[src/rtl/imem_dump.sv]
// imem_dump: walks the instruction memory test port over addresses 0..DEPTH-1 and streams each word out on a valid/ready channel.
// Define IMEM_DUMP_CHECKSUM_EN to append one trailer word (addr DEPTH) carrying the mod-2^DATA_W sum of all dumped words.
module imem_dump #(
    parameter int DEPTH  = 256,
    parameter int ADDR_W = 32,
    parameter int DATA_W = 32
) (
    input  logic              clk,
    input  logic              reset,
    input  logic              start,
    output logic              busy,
    output logic              done,
    output logic [ADDR_W-1:0] test_addr,
    input  logic [DATA_W-1:0] test_data_out,
    output logic              out_valid,
    input  logic              out_ready,
    output logic [ADDR_W-1:0] out_addr,
    output logic [DATA_W-1:0] out_data,
    output logic              out_last
);

    localparam int IDX_W = $clog2(DEPTH) + 1;
    localparam logic [IDX_W-1:0] LAST_IDX = IDX_W'(DEPTH - 1);

    localparam logic [2:0] S_IDLE    = 3'd0;
    localparam logic [2:0] S_ADDR    = 3'd1;
    localparam logic [2:0] S_CAPTURE = 3'd2;
    localparam logic [2:0] S_SEND    = 3'd3;
    localparam logic [2:0] S_FIN     = 3'd4;

    logic [2:0]       state;
    logic [2:0]       state_next;
    logic [IDX_W-1:0] idx;
    logic             start_accept;
    logic             handshake;
    logic             at_last;
    logic             final_xfer;

    assign start_accept = (state == S_IDLE) && start;
    // out_valid is high for the whole of SEND, so the handshake reduces to out_ready there
    assign handshake    = (state == S_SEND) && out_ready;
    assign at_last      = (idx == LAST_IDX);

`ifdef IMEM_DUMP_CHECKSUM_EN
    logic [DATA_W-1:0] sum;
    logic              sum_sent;
    logic              load_sum;

    assign load_sum   = handshake && at_last && !sum_sent;
    assign final_xfer = handshake && sum_sent;
`else
    assign final_xfer = handshake && at_last;
`endif

    always_comb begin
        state_next = state;
        case (state)
            S_IDLE:    if (start) state_next = S_ADDR;
            S_ADDR:    state_next = S_CAPTURE;
            S_CAPTURE: state_next = S_SEND;
            S_SEND: begin
                if (final_xfer)
                    state_next = S_FIN;
                else if (handshake && !at_last)
                    state_next = S_ADDR;
            end
            S_FIN:     state_next = S_IDLE;
            default:   state_next = S_IDLE;
        endcase
    end

    always_ff @(posedge clk or negedge reset) begin
        if (!reset)
            state <= S_IDLE;
        else
            state <= state_next;
    end

    // test_addr is loaded on entry to ADDR so a registered memory has data ready by the end of CAPTURE
    always_ff @(posedge clk or negedge reset) begin
        if (!reset) begin
            idx       <= '0;
            test_addr <= '0;
        end else if (start_accept) begin
            idx       <= '0;
            test_addr <= '0;
        end else if (handshake && !at_last) begin
            idx       <= idx + 1'b1;
            test_addr <= ADDR_W'(idx + 1'b1);
        end
    end

    always_ff @(posedge clk or negedge reset) begin
        if (!reset) begin
            out_valid <= 1'b0;
            out_addr  <= '0;
            out_data  <= '0;
            out_last  <= 1'b0;
        end else if (state == S_CAPTURE) begin
            out_valid <= 1'b1;
            out_addr  <= ADDR_W'(idx);
            out_data  <= test_data_out;
`ifdef IMEM_DUMP_CHECKSUM_EN
            out_last  <= 1'b0;
        end else if (load_sum) begin
            out_addr  <= ADDR_W'(DEPTH);
            out_data  <= sum;
            out_last  <= 1'b1;
`else
            out_last  <= at_last;
`endif
        end else if (handshake) begin
            out_valid <= 1'b0;
            out_last  <= 1'b0;
        end
    end

    always_ff @(posedge clk or negedge reset) begin
        if (!reset) begin
            busy <= 1'b0;
            done <= 1'b0;
        end else begin
            done <= final_xfer;
            if (start_accept)
                busy <= 1'b1;
            else if (final_xfer)
                busy <= 1'b0;
        end
    end

`ifdef IMEM_DUMP_CHECKSUM_EN
    // The sum already includes the last memory word by the time its handshake loads the trailer
    always_ff @(posedge clk or negedge reset) begin
        if (!reset) begin
            sum      <= '0;
            sum_sent <= 1'b0;
        end else if (start_accept) begin
            sum      <= '0;
            sum_sent <= 1'b0;
        end else begin
            if (state == S_CAPTURE)
                sum <= sum + test_data_out;
            if (load_sum)
                sum_sent <= 1'b1;
        end
    end
`endif

endmodule

[config.mk]
export PLATFORM = sky130hd
export DESIGN_NAME = imem_dump
export DESIGN_NICKNAME = d
export VERILOG_FILES = /design/src/rtl/imem_dump.sv
export SDC_FILE = /design/constraint.sdc
export NUM_CORES = 1
export LEC_CHECK = 0
export ABC_AREA = 1
export BUFFER_PORTS_ARGS = -buffer_cell sky130_fd_sc_hd__buf_2
export CORE_AREA = 3 3 79 81
export DETAILED_ROUTE_END_ITERATION = 8
export DIE_AREA = 0 0 82 84
export GPL_ROUTABILITY_DRIVEN = 0
export MAX_ROUTING_LAYER = met4
export PLACE_DENSITY = 0.82
export SLEW_MARGIN = 20
export SYNTH_ARGS = -nofsm -noshare
export SYNTH_HDL_FRONTEND = slang
export SYNTH_SLANG_ARGS = --single-unit
[constraint.sdc]
create_clock -name clk -period 3.4 [get_ports clk]
set_input_delay 0.17 -clock clk [delete_from_list [all_inputs] [get_ports clk]]
set_output_delay 0.17 -clock clk [all_outputs]
set_load 0.1 [all_outputs]
[Word-level counts from Yosys, hierarchy flattened]
Cells that the tools add are included.
Word-level totals
  logic and storage cells: 40
  output and inout port bits: 100
  bits in registers: 89
  bits of input ports: 36
Cells by class
  muxes and demuxes: 13
  eq/ne operators: 6
  reductions and logical operators: 10
  add/sub/neg operators: 2
Operators by type and width (number)
  2-to-1 mux 32 bit: 2
  2-to-1 mux 9 bit: 2
  one-hot mux 3 bit (4 select lines): 1
  adder 9 x 1 -> 10 bit, second input constant: 1
  adder 9 x 1 -> 9 bit, second input constant: 1
  equality test 9 x 8 -> 1 bit, second input constant: 1
  2-to-1 mux 3 bit: 3
  equality test 3 x 2 -> 1 bit, second input constant: 2
  nonzero test 2 bit: 3
  2-to-1 mux 1 bit: 5
  logical AND 1 bit: 4
  equality test 3 x 1 -> 1 bit, second input constant: 1
  zero test 3 bit: 1
  inequality test 3 x 2 -> 1 bit, second input constant: 1
  inequality test 2 bit, second input constant: 1
  AND reduction 2 bit: 1
  zero test 1 bit: 1

[Longest topological paths before layout]
  depth in word-level cells: 6
  depth in mapped cells: 11
  depth with buffers taken out: 11

[Worst setup path after synthesis]
No wires, ideal clock.
  kind: register to register
  start point: register idx[1]
  end point: register idx[3]
  data arrival time: 2.259 ns
  data required time: 3.324 ns
  buffers on the path: 0
  stages on the path, launching flop included: 11
  setup slack: 1.065 ns
  clock period less this slack: 2.335 ns
  library setup time: 0.076 ns
  cell sequence: dfrtp_1 > ha_1 > nand2_1 > nor3_1 > ha_1 > inv_1 > nand3_1 > nand2_1 > inv_2 > nand2_1 > o21ai_1
On the way
  word-level cells in the longest chain between the ends: 4
  elaborated cells on any way between the ends: 7
  those cells by class: 1 x add/sub; 1 x eq/ne; 2 x mux; 3 x reduce/logical
RTL lines
  from (decl): RTL line 33  | logic [IDX_W-1:0] idx;
  from (signal assigned): RTL line 88  | idx <= idx + 1'b1;
  parallel branches: the longest is 4 deep, another holds adder 9 x 1 -> 9 bit
Parallel ways; which one is timed is not known. The select of a mux whose other input is x is not followed.
A chain may end at the register's enable or synchronous reset.

[Worst setup path after layout]
  start point: register idx[3]
  end point: register idx[4]
Same word-level chain as after synthesis.

==> flow_summary.ini <==
[status]
status = finished clean

[grt]
overflow = 0
antenna_found_initial = 0
grt_max_degree = 32
grt_pass1_vias = 1930
grt.total_usage_pct = 16.85
grt_pass1_wl_microns = 8659

[worst_hold_path]
hold_depth = 2
min_to = out_data[27]$_DFFE_PN0P_
hold_start = test_data_out[27]
holdCritPathClass = in2reg

[detailed_routing]
met3WireLength_microns = 413
dr_wl_met2_microns = 2801
wire_per_inst_microns = 12.94
num_vias = 1947
wl_met1_microns = 2256
ant_nets = 0
route.detailed.drc = 0
viasPerCell = 4.570
first_iter_violations = 104
drtPass1Iterations = 4
top_layer_used = met4
drt-total-wl_microns = 5513

[setup_path]
r2r-start = idx[3]$_DFFE_PN0P_
worstSetupPathType = reg2reg
path_cells = nand2_1, nor2_1, nand2_1, nor3_1, ha_1, inv_1, nand3_1, nand2_1, inv_2, nand2_1, o21ai_1
max_stage_delay_ns = 0.47
crit_arrival_ns = 2.12
worst_path_max_delay_cell = dfrtp_1
path_common_cell = nand2_1
start_kind = flip-flop
r2r_setup_slack_ns = 1.53
required_ns = 3.65
r2r_cells = 11
cp-end-kind = flip-flop
critPathMaxFanout = 8
r2r-end = idx[4]$_DFFE_PN0P_

[cells_and_area]
layout-drive-gt1-share_pct = 33.62
area_growth_pct = 21.04
antenna_cells = 0
fillers = 498
instances_no_fill = 426
final_nets = 387

[clocking]
clk_pin_slew_ns = 0.06
clock-sinks = 58
hold_buffers = 1
cts-root-buf = clkbuf_8
cts-htree-levels = 3
numCtsBuffers = 9
clock_path_buffers = 2
cts_tree = built
cts_setup_buffers = 0
worstSkewPairLatency_ns = 0.32
ctsResizeCount = 0

[sta]
drv_slew = 0
fin_hold_ws_ns = 0.05320
setup_violations = 0
tightest_slew_ns = 0.6258
hold_viol_final = 0
fin_skew_ns = 0.004304
layout_min_cycle_time_ns = 1.868
period_share_pct = 54.94
max_freq_mhz = 535.4
slew_headroom_pct = 58.28
rsz0062_at_grt = no
tns_ns = 0

[placed_design]
placed_cells = 409
port_buffers = 90
dp_hpwl_microns = 4252

[synth]
ys_ff_latch = 58
ys_warn_count = 0
seq_area_frac_synth_pct = 53.88
synth.distinct_cells = 24
syn_inst = 250
synth.avg_cell_area_sq_um = 10.78
syn-cell-area_sq_um = 2694

[die]
fp-row-count = 27
initial_core_util_pct = 48.62
fp.dieH_microns = 84
fp.dieW_microns = 82
dieArea_sq_um = 6888
boundaryPins = 136
core_area_sq_um = 5540

[run]
max-cap-violations = 0
## cell type report
cell class	instances	area (sq um)	area share (%)
repair buffers	94	483.0	14.81
clock inverters	4	25.02	0.7675
well taps	72	90.09	2.763
inverters	15	56.30	1.727
clock buffers	12	165.2	5.065
flip-flops and latches	58	1451	44.51
multi-input cells	171	989.7	30.35
## flip-flops by register name (all words and copies together) (netlist names)
| signal | cells |
|---|---|
| test_addr | 2 |
| out_last | 1 |
| out_data | 32 |
| state | 3 |
| busy | 1 |
| done | 1 |
| idx | 8 |
| out_valid | 1 |
| out_addr | 9 |
## per-layer routing
layer	track usage [%]	up-vias
li1	-	939
met2	28.51	84
met5	-	-
met4	6.798	0
met3	4.428	4
met1	18.45	920
## kinds of logic after synthesis
kind of cell,after synthesis,share of synthesized area (%)
AOI/OAI and AO/OA,22,4.227
xor gates and xnor gates,1,0.3252
adders and majority gates,2,0.9288
buffers and inverters,65,15.51
DFF,58,53.88
muxes,33,13.79
other,1,0.1392
and+or+nand+nor,68,11.19
## worst max-delay path, delay by kind of cell (launching register included)
kind                       cells  cell delay (ns)
and+or+nand+nor                7             0.79
DFF                            1             0.47
buffers and inverters          2             0.24
adders and majority gates      1             0.21
AOI/OAI and AO/OA              1             0.07
## cells in the mapped netlist
library cell | instances | area, sq um
buf_2 | 4 | 20.02
nor2_2 | 1 | 6.260
o211ai_1 | 1 | 7.510
nor2_1 | 10 | 37.54
nand4_2 | 1 | 12.51
nor3_1 | 2 | 10.01
inv_1 | 12 | 45.04
dfrtp_1 | 58 | 1451
o22ai_1 | 1 | 6.260
buf_4 | 45 | 337.8
mux2_2 | 4 | 45.04
o21ai_1 | 2 | 10.01
xor2_1 | 1 | 8.760
nand3_1 | 13 | 65.06
nand4_1 | 4 | 25.02
mux2_1 | 29 | 326.6
conb_1 | 1 | 3.750
clkbuf_1 | 1 | 3.750
ha_1 | 2 | 25.02
nand3_2 | 1 | 10.01
a21oi_1 | 1 | 5.000
inv_2 | 3 | 11.26
o21ai_0 | 17 | 85.08
nand2_1 | 36 | 135.1
## placed cells by master (no fill, tap or decap), types with 2 or more instances in the layout
master      synthesis  final
mux2_1             29     29
o21ai_0            17     17
conb_1              1     45
buf_4              45      3
nor3_1              2      2
mux2_2              4      4
nor2_1             10     10
nand2_1            36     36
o21ai_1             2      2
dfrtp_1            58     58
buf_2               4     90
clkinv_2            0      2
nand3_1            13     13
ha_1                2      2
clkinvlp_4          0      2
inv_1              12     12
inv_2               3      3
nand4_1             4      4
clkbuf_8            0     12
## metrics by stage
stage	area (sq um)	utilization [%]	worst slack, ns
after floorplan	2859	-	1.065
after global placement	3060	55.24	1.676
after detailed placement	3060	55.24	1.561
after CTS	3261	58.85	1.537
after global routing	3261	58.85	1.274
final	3261	58.85	1.532
## how the worst max path moves through the flow
stage,end,from,cells past startpoint,slack [ns]
finish,idx[4]$_DFFE_PN0P_,idx[3]$_DFFE_PN0P_,11,1.53
detailed placement,idx[7]$_DFFE_PN0P_,idx[3]$_DFFE_PN0P_,11,1.56
floorplan,idx[3]$_DFFE_PN0P_,idx[1]$_DFFE_PN0P_,10,1.06
global route,idx[6]$_DFFE_PN0P_,idx[3]$_DFFE_PN0P_,11,1.27
CTS,idx[7]$_DFFE_PN0P_,idx[4]$_DFFE_PN0P_,11,1.54
global placement,idx[3]$_DFFE_PN0P_,idx[3]$_DFFE_PN0P_,11,1.68
Power is not shown: default switching activity piles up to over one toggle a cycle in this logic, so the estimate is an artifact.
